`config.mk`:
```
export PLATFORM = sky130hd
export DESIGN_NAME = conf_reg_bank
export DESIGN_NICKNAME = d
export VERILOG_FILES = /design/src/rtl/conf_pack.sv /design/src/rtl/conf_reg_bank.sv
export SDC_FILE = /design/constraint.sdc
export NUM_CORES = 1
export LEC_CHECK = 0
export ABC_AREA = 0
export CAP_MARGIN = 20
export CORE_MARGIN = 3
export CORE_UTILIZATION = 45
export CTS_CLUSTER_DIAMETER = 30
export DETAILED_ROUTE_END_ITERATION = 10
export GPL_TIMING_DRIVEN = 0
export PLACE_DENSITY_LB_ADDON = 0.25
export SLEW_MARGIN = 20
export SYNTH_ARGS = -nofsm -noshare
export SYNTH_HDL_FRONTEND = slang
export SYNTH_SLANG_ARGS = --single-unit
```
`constraint.sdc`:
```
create_clock -name clk -period 2.75 [get_ports clk]
set_input_delay 0.275 -clock clk [delete_from_list [all_inputs] [get_ports clk]]
set_output_delay 0.275 -clock clk [all_outputs]
set_load 0.02 [all_outputs]
```
`src/rtl/conf_pack.sv`:
```
// rtl/conf_pack.sv - shared constants, command bits and FSM states for the CONF register bank
package conf_pack;

  localparam int CONF_ADDR_W = 4;
  localparam int CONF_DATA_W = 14;
  localparam int COMMIT_ADDR = 15;

  localparam int CMD_COMMIT = 0;
  localparam int CMD_CLEAR  = 1;

  typedef enum logic [1:0] {
    IDLE,
    COMMIT,
    DONE
  } conf_state_t;

endpackage

```
`src/rtl/conf_reg_bank.sv`:
```
// rtl/conf_reg_bank.sv - shadow/active CONF register bank with multi-cycle commit copy
// Optional wr_count output is built when CONF_WRCNT_EN is defined.
module conf_reg_bank #(
  parameter int NUM_REGS    = 15,
  parameter int ADDR_W      = conf_pack::CONF_ADDR_W,
  parameter int DATA_W      = conf_pack::CONF_DATA_W,
  parameter int COMMIT_ADDR = conf_pack::COMMIT_ADDR
) (
  input  logic                       clk,
  input  logic                       rst,
  input  logic                       c_valid,
  input  logic [ADDR_W-1:0]          c_addr,
  input  logic [DATA_W-1:0]          c_data,
  output logic                       c_ready,
  output logic [NUM_REGS*DATA_W-1:0] cfg_regs,
  output logic                       cfg_update,
  output logic                       err_addr,
`ifdef CONF_WRCNT_EN
  output logic [15:0]                wr_count,
`endif
  input  logic [ADDR_W-1:0]          rd_addr,
  output logic [DATA_W-1:0]          rd_data
);
  import conf_pack::*;

  localparam int IDX_W = (NUM_REGS > 1) ? $clog2(NUM_REGS) : 1;
  localparam logic [ADDR_W-1:0] NUM_A    = ADDR_W'(NUM_REGS);
  localparam logic [ADDR_W-1:0] COMMIT_A = ADDR_W'(COMMIT_ADDR);
  localparam logic [IDX_W-1:0]  LAST_IDX = IDX_W'(NUM_REGS - 1);

  conf_state_t       state_q, state_d;
  logic [IDX_W-1:0]  idx_q, idx_d;
  logic [DATA_W-1:0] shadow_q [NUM_REGS];
  logic [DATA_W-1:0] shadow_d [NUM_REGS];
  logic [DATA_W-1:0] active_q [NUM_REGS];
  logic [DATA_W-1:0] active_d [NUM_REGS];
  logic              c_ready_q, c_ready_d;
  logic              cfg_update_q, cfg_update_d;
  logic              err_addr_q, err_addr_d;
  logic              accept;

  always_comb begin
    accept       = c_valid && c_ready_q;
    state_d      = state_q;
    idx_d        = idx_q;
    shadow_d     = shadow_q;
    active_d     = active_q;
    cfg_update_d = 1'b0;
    err_addr_d   = 1'b0;
    case (state_q)
      IDLE: begin
        if (accept) begin
          if (c_addr < NUM_A) begin
            shadow_d[c_addr] = c_data;
          end else if (c_addr == COMMIT_A) begin
            // Clear is applied before the commit starts, so clear+commit publishes zeros.
            if (c_data[CMD_CLEAR]) begin
              for (int i = 0; i < NUM_REGS; i++) shadow_d[i] = '0;
            end
            if (c_data[CMD_COMMIT]) begin
              state_d = COMMIT;
              idx_d   = '0;
            end
          end else begin
            err_addr_d = 1'b1;
          end
        end
      end
      COMMIT: begin
        active_d[idx_q] = shadow_q[idx_q];
        if (idx_q == LAST_IDX) begin
          state_d      = DONE;
          cfg_update_d = 1'b1;
        end else begin
          idx_d = idx_q + IDX_W'(1);
        end
      end
      DONE:    state_d = IDLE;
      default: state_d = IDLE;
    endcase
    c_ready_d = (state_d == IDLE);
  end

  always_ff @(posedge clk) begin
    if (rst) begin
      state_q      <= IDLE;
      idx_q        <= '0;
      c_ready_q    <= 1'b0;
      cfg_update_q <= 1'b0;
      err_addr_q   <= 1'b0;
      for (int i = 0; i < NUM_REGS; i++) begin
        shadow_q[i] <= '0;
        active_q[i] <= '0;
      end
    end else begin
      state_q      <= state_d;
      idx_q        <= idx_d;
      c_ready_q    <= c_ready_d;
      cfg_update_q <= cfg_update_d;
      err_addr_q   <= err_addr_d;
      shadow_q     <= shadow_d;
      active_q     <= active_d;
    end
  end

`ifdef CONF_WRCNT_EN
  logic [15:0] wr_count_q, wr_count_d;

  always_comb begin
    wr_count_d = wr_count_q;
    if (accept && (wr_count_q != 16'hFFFF)) wr_count_d = wr_count_q + 16'd1;
  end

  always_ff @(posedge clk) begin
    if (rst) wr_count_q <= '0;
    else     wr_count_q <= wr_count_d;
  end

  assign wr_count = wr_count_q;
`endif

  always_comb begin
    rd_data = '0;
    for (int i = 0; i < NUM_REGS; i++) begin
      if (rd_addr == ADDR_W'(i)) rd_data = active_q[i];
    end
  end

  for (genvar g = 0; g < NUM_REGS; g++) begin : g_flat
    assign cfg_regs[g*DATA_W +: DATA_W] = active_q[g];
  end

  assign c_ready    = c_ready_q;
  assign cfg_update = cfg_update_q;
  assign err_addr   = err_addr_q;

endmodule

```
# Word level (Yosys, flattened, before mapping)
# Cells that the tools add are included.
# totals
register_bits	429
in_bits	25
output_inout_bits	227
wordCells	122
# classes
n_addsub	1
n_lt_le_gt_ge	5
n_eq_ne	22
muxes	41
n_bitwise	5
reduce_logical	13
# op_table
op	count
210-bit 2-to-1 mux	3
210-bit bitwise mux	2
14-bit 2-to-1 mux	19
14-bit demux with 4-bit select	2
14-bit binary-select mux with 4-bit select	1
4-bit equality test, second input constant	9
4-bit 2-to-1 mux	5
4-bit by 3-bit equality test with 1-bit output, second input constant	4
5-bit greater-or-equal comparator, second input constant	2
5-bit by 1-bit < comparator with 1-bit output, second input constant	2
2-bit 2-to-1 mux	5
2-bit != test, second input constant	5
4-bit NOT with 5-bit output	2
4-bit by 2-bit equality test with 1-bit output, second input constant	2
4-bit case mux with 2 select lines	1
6-bit AND reduction	1
2-bit nonzero test	3
4-bit by 1-bit adder with 4-bit output, second input constant	1
4-bit by 1-bit equality test with 1-bit output, second input constant	1
2-bit zero test	2
4-bit zero test	1
4-bit < comparator, second input constant	1
2-bit case mux with 2 select lines	1
4-bit AND reduction	1
6 further kinds	11

# Logic depth before layout (Yosys ltp)
# Gate-level depths: netlist of run 1.
# depth
word_depth	16
depth_mapped	11
depth_no_buf	7

# Least setup slack after synthesis of run 1
# Ideal clock, no wire load.
# synth_path
path_type	register to register
startpoint	register idx_q[1]
endpoint	register active_q, in the netlist cfg_regs[12]
setup_ps	60
arrival_time_ps	2248
required_ps	2690
path_slack_ps	443
path_stages_with_launch	11
n_path_buf	4
synth_period_minus_slack_ps	2307
cell_sequence	dfxtp_1 -> buf_2 -> buf_2 -> clkbuf_1 -> inv_1 -> ha_1 -> nand2_1 -> nor2_1 -> a21oi_1 -> clkbuf_1 -> a22o_1
# synth_via
elab_chain_cells	6
elab_cells_between_ends	10
cone_classes	order compare: 2; mux: 6; bitwise: 1; reduce/logical: 1
# synth_lines
element	line_no	source
start: declaration	conf_reg_bank.sv:32	logic [IDX_W-1:0] idx_q, idx_d;
start signal: assignment	conf_reg_bank.sv:97	idx_q <= idx_d;
4-bit NOT with 5-bit output (implied by the code) *	conf_reg_bank.sv:70	active_d[idx_q] = shadow_q[idx_q];
5-bit greater-or-equal comparator (implied by the code) / 5-bit by 1-bit < comparator with 1-bit output (equally long branches)	conf_reg_bank.sv:70	
1-bit logical AND (implied by the code)	conf_reg_bank.sv:70	
14-bit 2-to-1 mux (implied by the code)	conf_reg_bank.sv:70	
14-bit demux with 4-bit select	conf_reg_bank.sv:70	
210-bit bitwise mux *	conf_reg_bank.sv:70	
end signal: assignment	conf_reg_bank.sv:102	active_q <= active_d;
end: declaration	conf_reg_bank.sv:35	logic [DATA_W-1:0] active_q [NUM_REGS];
# Every way passes the cells marked *; elsewhere a longest branch is shown, timed or not. The select of a mux whose other input is x is not followed.
# A chain may end at the register's enable or synchronous reset.

# Worst setup path in the final report of run 1
# layout_path
startpoint	input port rd_addr[1]
endpoint	output port rd_data[12]
# layout_via
elab_chain_cells	16
elab_cells_between_ends	30
cone_classes	eq/ne: 14; mux: 15; reduce/logical: 1
# layout_lines
element	line_no	source
start: declaration	conf_reg_bank.sv:21	input logic [ADDR_W-1:0] rd_addr,
4-bit zero test	conf_reg_bank.sv:125	if (rd_addr == ADDR_W'(i)) rd_data = active_q[i];
14-bit 2-to-1 mux (14 in a row)	conf_reg_bank.sv:125	
14-bit 2-to-1 mux *	conf_reg_bank.sv:125	
end: declaration	conf_reg_bank.sv:22	output logic [DATA_W-1:0] rd_data
# Every way passes the cells marked *; elsewhere a longest branch is shown, timed or not.

==> results of run 1 <==
[repair_timing]
item / 4_1_cts / 5_1_grt
cloned: 0 / 0
setup endpoints to repair: 160 / 109
hold endpoints to repair: 0 / 0
pin swaps: 1 / 4
gates resized for setup: 76 / 44
hold buffers: 0 / 0
[layer usage]
layer	up-vias	part of all wire [%]	global-route usage, %
li1	7644	-	-
met1	8763	38	43.38
met2	1121	46	55.46
met3	257	10	7.529
met4	2	5.7	18.18
met5	-	0.013	0
[worst max-delay path, stage by stage]
cell and delay (ps):
buf_2 160, buf_2 320, buf_4 310, mux4_2 290, nand2_1 80, a21oi_2 200, o21a_1 190, clkdlybuf4s50_1 610
[flip-flops by register name (all words and copies together) (netlist names)]
register    flops
shadow_q      210
c_ready         1
idx_q           4
state_q         2
cfg_regs      210
err_addr        1
cfg_update      1
[per-stage QoR]
step	total power, mW	setup WS, ps
after global routing	18.74	1.127
after global placement	7.173	-1200
after floorplan	6.841	442.5
after detailed placement	7.179	-1190
final	18.35	28.20
after CTS	18.33	-22.78
[cell usage in the layout (no fill, tap or decap), types with 6 or more instances in the layout]
cell type | netlist | routed
dfxtp_1 | 429 | 429
a22o_1 | 116 | 116
and2_1 | 7 | 7
o22ai_1 | 21 | 18
a21oi_1 | 85 | 76
clkinv_2 | 0 | 10
inv_1 | 9 | 9
nor3b_1 | 32 | 32
o21ai_0 | 42 | 42
nand3_1 | 37 | 36
a22oi_1 | 168 | 168
nor2_1 | 224 | 222
dlygate4sd2_1 | 0 | 6
a21oi_2 | 0 | 9
mux2_2 | 6 | 6
nor2_2 | 12 | 14
nand2b_1 | 12 | 11
bufinv_16 | 0 | 13
o221ai_1 | 9 | 7
clkdlybuf4s50_1 | 0 | 230
mux2i_2 | 0 | 6
nor2b_1 | 12 | 9
clkbuf_16 | 0 | 88
o21ai_1 | 105 | 105
nor3_1 | 21 | 21
clkbuf_1 | 96 | 92
clkbuf_2 | 0 | 18
nand2_1 | 168 | 167
buf_4 | 11 | 20
clkbuf_8 | 0 | 14
mux2i_1 | 55 | 49
buf_2 | 60 | 53
nand3b_1 | 6 | 6
mux4_2 | 54 | 54
[cell type report]
class                      count  share of cell area, %
antenna                        1                0.01020
buffer                       169                  3.411
clock buffer                 120                  10.03
clock inverter                41                  2.916
inverter                      14                 0.2141
multi-input combinational   1280                  35.95
sequential                   429                  34.99
tap                          518                  2.641
timing repair buffer         244                  9.834
[path summary, 6_finish.rpt]
kind              slack [ps]     startpoint             to
setup / recovery          30     rd_addr[1]    rd_data[12]
setup reg to reg          90       idx_q[1]  cfg_regs[146]
hold / removal           160      c_data[1]  shadow_q[113]
hold reg to reg          470  cfg_regs[120]  cfg_regs[120]
[power groups by stage]
stage / registers [mW] / logic (mW) / clock network, mW
global route: 6.27 / 0.882 / 11.6
finish: 6.27 / 0.850 / 11.2
global placement: 6.39 / 0.785 / 0
floorplan: 6.39 / 0.455 / 0
detailed placement: 6.39 / 0.790 / 0
CTS: 6.27 / 0.813 / 11.2
[cell families (layout without fill, tap and decap cells)]
group           Yosys count  in the layout  synth area share (%)
other cells               1              2               0.02081
mux                     120            120                 10.49
simple gates            553            553                 13.86
fa+ha+maj                 4              4                0.2778
compound gates          599            599                 22.92
xor+xnor                  3              3                0.1458
buf+inv                 187            588                 4.624
flops                   429            429                 47.66
==> flow_summary_export.csv, run 1 <==
group,metric,value,unit
status,status,"finished, final reports clean",
synthesis,netlist.area_leader.share,47.66,%
clock_tree,clock-sinks,429,
cells_and_area,area_growth,36.20,%
place,place_area,21110,µm²
routing,drt-total-wl,74940,µm
clock_tree,path_clk_slew,40,ps
sta,relSlewSlack,33.14,%
synthesis,async_reset_ff_share,0,%
pwr,p_int,14.05,mW
floorplan,rows,72,
sta,hold_viol,0,
clock_tree,insertion_delay,630,ps
pwr,peakVddDrop,0.0005068,V
sta,timing.final.crit_period,2722,ps
sta,holdWs,158.9,ps
place,io_buffers,244,
cells_and_area,multi_input_area,8822,µm²
synthesis,seq_area_frac_synth,47.66,%
routing,antenna_left,0,
routing,vias,17790,
routing,drtPass1Iterations,6,
critical_path,worstSetupStartpointType,"input pin",
sta,drv_slew,0,
synthesis,synth.avg_cell_area,9.504,µm²
routing,vias_per_cell,6.316,
clock_tree,cts_root_buffer,"clkbuf_16",
clock_tree,numCtsBuffers,88,
clock_tree,h-tree-depth,3,
sta,fin_tns_setup,0,ps
synthesis,syn-num-nets,1925,
pwr,switching_share,23.43,%
clock_tree,cts_tree,"done",
global_route,grt_pass1_vias,17300,
cells_and_area,fin_util,62.77,%
synthesis,synth.largest_area_cell,"dfxtp_1",
sta,skew,29.12,ps
routing,drt_iter0_drc,1847,
cells_and_area,design_area,24540,µm²
cells_and_area,seqCellArea,8588,µm²
pwr,p_switching,4.298,mW
global_route,grt_pass1_wl,109200,µm
floorplan,coreArea,39100,µm²
pwr,power_frac_comb,4.6,%
synthesis,postSynthCellCount,1896,
synthesis,ys.flop_type,"dfxtp_1",
place,place.gp.congestion,1.060,
critical_path,worst-setup-path-type,"in -> out",
clock_tree,post-cts-setup-buffer-count,0,
floorplan,die_w,206.1,µm
synthesis,synth_top_cells_by_area,"dfxtp_1 48%, a22oi_1 7.0%, mux4_2 6.7%",
critical_path,path_max_fanout,10,
sta,fmax,367.4,MHz
synthesis,synth.cell_area,18020,µm²
critical_path,worst_setup_path_end_kind,"primary output",
pwr,powerDensity,747.6,nW/µm²
cells_and_area,fill_cells,3246,
pwr,clockPowerShare,61.2,%
cells_and_area,drive_gt1_share,16.33,%
synthesis,ys_ff_latch,429,
synthesis,synth_most_common_cell,"dfxtp_1",
synthesis,ys_warn_count,0,
critical_path,required,2480,ps
floorplan,die_height,206.1,µm
floorplan,start_util,46.09,%
global_route,grt_use_total,34.43,%
clock_tree,cts.path.max_buffers,3,
sta,rsz0062_at_grt,"no",
min_path,hold_path_depth,3,
synthesis,synth_cell_types,71,
sta,finalCritPeriodShare,98.97,%
critical_path,r2r_cells,5,
global_route,antenna_found_initial,1,
pwr,seq_power_share,34.2,%
synthesis,synth-edff-count,0,
global_route,overflow,0,
routing,wl_per_cell,26.61,µm
cells_and_area,nNetsFinal,2255,
pwr,leakagePower,8.682,nW
sta,report.final.setup_viol,0,
floorplan,ios,252,
cells_and_area,final_cells,2816,
min_path,hold_class,"in -> reg",
global_route,grt_max_degree,20,
run,cap_violations,0,
synthesis,synthTopCellsByCount,"429 x dfxtp_1, 224 x nor2_1, 168 x a22oi_1, 168 x nand2_1, 116 x a22o_1",
place,dp_hpwl,54890,µm
sta,worstMarginPinSlew,975.1,ps
critical_path,cp.arrival,2450,ps
routing,drc,0,
place,placedCellCount,2658,
floorplan,fp.dieArea,42480,µm²
(Power assumes the default switching activity.)
==> run 2, diff against run 1 <==
==> constraint.sdc (replaced) <==
create_clock -name clk -period 2.9 [get_ports clk]
set_input_delay 0.29 -clock clk [delete_from_list [all_inputs] [get_ports clk]]
set_output_delay 0.29 -clock clk [all_outputs]
set_load 0.02 [all_outputs]
==> flow_summary_export.csv, run 2 (synthesis results as in run 1) <==
group,metric,value,unit
critical_path,required,2610,ps
clock_tree,clock-sinks,429,
clock_tree,hold_buffers,0,
sta,drv_slew,0,
place,place.gp.congestion,1.060,
status,failed_checks,"negative setup slack",
min_path,hold_class,"in -> reg",
global_route,grt_use_total,34.38,%
routing,drt_iter0_drc,1967,
critical_path,worst-setup-path-type,"in -> out",
clock_tree,insertion_delay,630,ps
pwr,powerDensity,711.2,nW/µm²
clock_tree,cts.path.max_buffers,3,
sta,timing.final.ws_setup,-1.213,ps
sta,rsz0062_at_grt,"no",
global_route,grt_max_degree,20,
floorplan,start_util,46.09,%
critical_path,crit_slowest_cell,"clkdlybuf4s50_1",
cells_and_area,nNetsFinal,2256,
sta,worstMarginPinSlew,1077,ps
global_route,grt_pass1_vias,17320,
cells_and_area,mostFrequentLayoutCell,"dfxtp_1",
critical_path,critPathMaxStageDelay,600,ps
critical_path,cp.arrival,2610,ps
routing,wl_per_cell,26.55,µm
routing,vias,17760,
cells_and_area,final_cells,2817,
global_route,overflow,0,
place,placedCellCount,2658,
floorplan,rows,72,
floorplan,ios,252,
cells_and_area,fill_cells,3256,
clock_tree,cts_tree,"done",
cells_and_area,area_growth,35.72,%
sta,timing.final.crit_period,2901,ps
global_route,antenna_found_initial,0,
clock_tree,numCtsBuffers,88,
routing,drc,0,
run,cap_violations,0,
critical_path,worst_setup_path_end_kind,"primary output",
pwr,peakVddDrop,0.0004820,V
sta,hold_viol,0,
sta,relSlewSlack,26.17,%
routing,drtPass1Iterations,9,
floorplan,fp.dieArea,42480,µm²
routing,antenna_left,0,
sta,skew,28.11,ps
floorplan,coreArea,39100,µm²
routing,drt-total-wl,74800,µm
sta,fmax,344.7,MHz
floorplan,die_w,206.1,µm
cells_and_area,most-common-layout-cells,"429 x dfxtp_1, 231 x clkdlybuf4s50_1, 222 x nor2_1",
floorplan,die_height,206.1,µm
pwr,leakagePower,8.709,nW
critical_path,path_max_fanout,10,
clock_tree,cts_root_buffer,"clkbuf_16",
cells_and_area,fin_util,62.55,%
clock_tree,h-tree-depth,3,
critical_path,worstSetupStartpointType,"input pin",
critical_path,path_common_cell,"buf_4",
sta,report.final.setup_viol,1,
cells_and_area,design_area,24460,µm²
place,io_buffers,244,
status,status,"finished with violations",
global_route,grt_pass1_wl,109100,µm
clock_tree,path_clk_slew,40,ps
cells_and_area,drive_gt1_share,15.23,%
routing,vias_per_cell,6.304,
sta,finalCritPeriodShare,100.0,%
place,dp_hpwl,54890,µm
clock_tree,post-cts-setup-buffer-count,0,
place,place_area,21110,µm²
critical_path,crit_chain,"dlygate4sd2_1, buf_4, buf_4, a21oi_1, o21ai_0, o32ai_1, o21a_1, clkdlybuf4s50_1",
-- run 2: metal layers --
layer  up-vias  part of all wire [%]  GRT usage, %
met5         -                     0             0
met4         0                   5.5         17.38
met2      1151                    46         55.48
li1       7655                     -             -
met3       245                    10         8.112
met1      8706                    38         43.18
-- run 2: critical path, delay by kind of cell --
family	cells	cell delay [ps]
buf+inv	4	1330
compound gates	4	970
-- run 2: per-stage QoR --
stage	power, mW	TNS, ps	hold slack [ps]	worst slack [ps]
after floorplan	6.487	0	445.0	592.5
after global placement	6.802	-35880	450.5	-1080
after detailed placement	6.807	-43460	460.5	-1070
after CTS	17.37	0	144.6	1.630
after global routing	17.77	0	211.8	9.664
final	17.39	-1.213	170.7	-1.213
-- run 2: final cells by class --
| class | count | area (µm²) | area share [%] |
|---|---|---|---|
| Tap cell | 518 | 648.1 | 2.650 |
| Clock buffer | 120 | 2462 | 10.07 |
| Multi-Input combinational cell | 1280 | 8713 | 35.63 |
| Inverter | 14 | 52.55 | 0.2149 |
| Sequential cell | 429 | 8588 | 35.12 |
| Buffer | 170 | 834.6 | 3.412 |
| Antenna cell | 1 | 2.502 | 0.01023 |
| Timing Repair Buffer | 244 | 2440 | 9.976 |
| Clock inverter | 41 | 715.7 | 2.926 |
-- run 2: worst paths after layout --
| kind | from | end | slack [ps] | depth (start not counted) |
|---|---|---|---|---|
| max reg2reg | idx_q[1] | cfg_regs[192] | 120 | 5 |
| min | c_data[1] | shadow_q[141] | 170 | 3 |
| max | rd_addr[2] | rd_data[12] | -1 | 8 |
| min reg2reg | cfg_regs[120] | cfg_regs[120] | 470 | 2 |
-- run 2: power by group --
| part | internal, mW | switching (mW) | total [mW] |
|---|---|---|---|
| combinational | 0.218 | 0.577 | 0.795 |
| sequential | 5.93 | 0.0132 | 5.95 |
| clock | 7.16 | 3.49 | 10.7 |
-- run 2: what timing repair did --
item	4_1_cts	5_1_grt
setup endpoints to repair	135	44
hold endpoints to repair	0	0
gates resized for setup	56	26
pin swaps	2	1
==> run 3, diff against run 2 <==
--- a/config.mk
+++ b/config.mk
@@ -9,10 +9,10 @@
 export CAP_MARGIN = 20
 export CORE_MARGIN = 3
 export CORE_UTILIZATION = 45
-export CTS_CLUSTER_DIAMETER = 30
+export CTS_CLUSTER_DIAMETER = 100
 export DETAILED_ROUTE_END_ITERATION = 10
 export GPL_TIMING_DRIVEN = 0
-export PLACE_DENSITY_LB_ADDON = 0.25
+export PLACE_DENSITY = 0.68
 export SLEW_MARGIN = 20
 export SYNTH_ARGS = -nofsm -noshare
 export SYNTH_HDL_FRONTEND = slang
==> flow_summary_export.csv, run 3 (synthesis results as in run 1) <==
group,metric,value,unit
sta,timing.final.crit_period,2891,ps
routing,drt_iter0_drc,1920,
pwr,p_total,12.37,mW
clock_tree,clock-sinks,429,
sta,hold_viol,0,
global_route,antenna_found_initial,1,
sta,finalCritPeriodShare,99.68,%
global_route,grt_pass1_wl,106000,µm
cells_and_area,mostFrequentLayoutCell,"dfxtp_1",
clock_tree,path_clk_slew,60,ps
min_path,hold_class,"in -> reg",
cells_and_area,area_growth,25.91,%
critical_path,path_max_fanout,10,
pwr,peakVddDrop,0.0004913,V
critical_path,rrSetupSlack,70,ps
sta,fmax,345.9,MHz
routing,vias,17290,
cells_and_area,most-common-layout-cells,"429 x dfxtp_1, 231 x clkdlybuf4s50_1, 223 x nor2_1",
critical_path,worst-setup-path-type,"in -> out",
global_route,grt_use_met3,5.828,%
critical_path,r2r_cells,5,
clock_tree,hold_buffers,0,
clock_tree,h-tree-depth,2,
floorplan,coreArea,39100,µm²
clock_tree,insertion_delay,580,ps
run,cap_violations,0,
critical_path,required,2610,ps
floorplan,fp.dieArea,42480,µm²
clock_tree,post-cts-setup-buffer-count,0,
global_route,grt_use_total,33.22,%
global_route,top_usage_layer,"met2",
cells_and_area,fin_util,58.03,%
cells_and_area,design_area,22690,µm²
critical_path,worst_setup_path_end_kind,"primary output",
place,place.gp.congestion,1.032,
global_route,overflow,0,
routing,wl_per_cell,26.50,µm
place,dp_hpwl,53900,µm
status,status,"finished, final reports clean",
routing,drtPass1Iterations,6,
floorplan,ios,252,
routing,antenna_left,0,
place,place_area,21120,µm²
sta,worstMarginPinSlew,1199,ps
critical_path,r2r_start,"idx_q[1]",
floorplan,die_w,206.1,µm
critical_path,cp.arrival,2600,ps
cells_and_area,antenna_cells,0,
place,io_buffers,244,
floorplan,rows,72,
global_route,use_met1,43.41,%
cells_and_area,fill_cells,3477,
critical_path,worstSetupStartpointType,"input pin",
sta,holdWs,212.5,ps
sta,relSlewSlack,17.78,%
clock_tree,cts_tree,"done",
routing,vias_per_cell,6.323,
routing,drc,0,
min_path,hold_start,"c_data[1]",
clock_tree,cts_root_buffer,"clkbuf_16",
cells_and_area,nNetsFinal,2213,
floorplan,start_util,46.09,%
sta,rsz0062_at_grt,"no",
routing,drt-total-wl,72460,µm
min_path,hold_end,"shadow_q[141]",
floorplan,die_height,206.1,µm
sta,report.final.setup_viol,0,
pwr,powerDensity,545.0,nW/µm²
global_route,use_met2,53.65,%
global_route,grt_max_degree,20,
clock_tree,cts.path.max_buffers,3,
pwr,leakagePower,7.790,nW
critical_path,rr_endpoint,"cfg_regs[132]",
clock_tree,numCtsBuffers,45,
sta,drv_slew,0,
cells_and_area,drive_gt1_share,12.36,%
global_route,grt_pass1_vias,16450,
min_path,hold_path_depth,3,
sta,skew,20.63,ps
-- run 3: cell count changes in the layout (fill, tap and decap cells not counted), sizes merged, moves of 3 or more --
cell / previous run / this run
dlymetal6s2s: 4 / 1
bufinv: 13 / 2
inv: 22 / 16
dlygate4sd2: 7 / 10
clkinv: 19 / 6
clkbuf: 217 / 165
-- run 3: routing by layer --
metal  up-vias  part of all wire (%)
met5         -                 0.014
met4         2                   5.4
met3       230                    10
met2      1158                    45
met1      8346                    39
li1       7551                     -
-- run 3: report_power, final --
part / internal [mW] / total [mW] / switching [mW]
sequential: 5.92 / 5.93 / 0.0131
combinational: 0.215 / 0.782 / 0.567
clock: 3.25 / 5.66 / 2.41
total: 9.38 / 12.4 / 2.99
-- run 3: final cells by class --
type                    instances  area (µm²)  share of cell area [%]
clock inverters                10       111.4                  0.4908
inverters                      14       53.80                  0.2371
well taps                     518       648.1                   2.857
clock buffers                  69        1296                   5.713
repair buffers                244        2429                   10.70
multi-input cells            1280        8750                   38.56
plain buffers                 170       813.3                   3.584
flip-flops and latches        429        8588                   37.85
-- run 3: worst max path at each step --
stage / depth (start not counted) / endpoint / start
CTS: 7 / rd_data[8] / rd_addr[2]
finish: 8 / rd_data[6] / rd_addr[0]
global route: 3 / rd_data[0] / cfg_regs[154]
floorplan: 10 / cfg_regs[12] / idx_q[1]
detailed placement: 8 / rd_data[10] / rd_addr[2]
global placement: 8 / rd_data[10] / rd_addr[2]
-- run 3: metrics by stage --
step,setup TNS [ps],setup WS (ps),instances
global placement,-37560,-886.0,2658
global route,0,4.005,2734
detailed placement,-42280,-874.9,2658
CTS,-115.7,-82.42,2734
finish,0,9.228,2734
floorplan,0,592.5,1896
-- run 3: critical path: stages --
cell	delay, ps
buf_2	200
buf_2	360
nand2b_1	430
o21ai_0	210
a32oi_2	330
o22ai_1	120
a21boi_1	260
dlygate4sd2_1	370
-- run 3: repair_timing --
item / CTS / global route
endpoints found under the setup margin: 134 / 43
gates resized for setup: 55 / 23
endpoints found under the hold margin: 0 / 0
pin swaps: 2 / 1
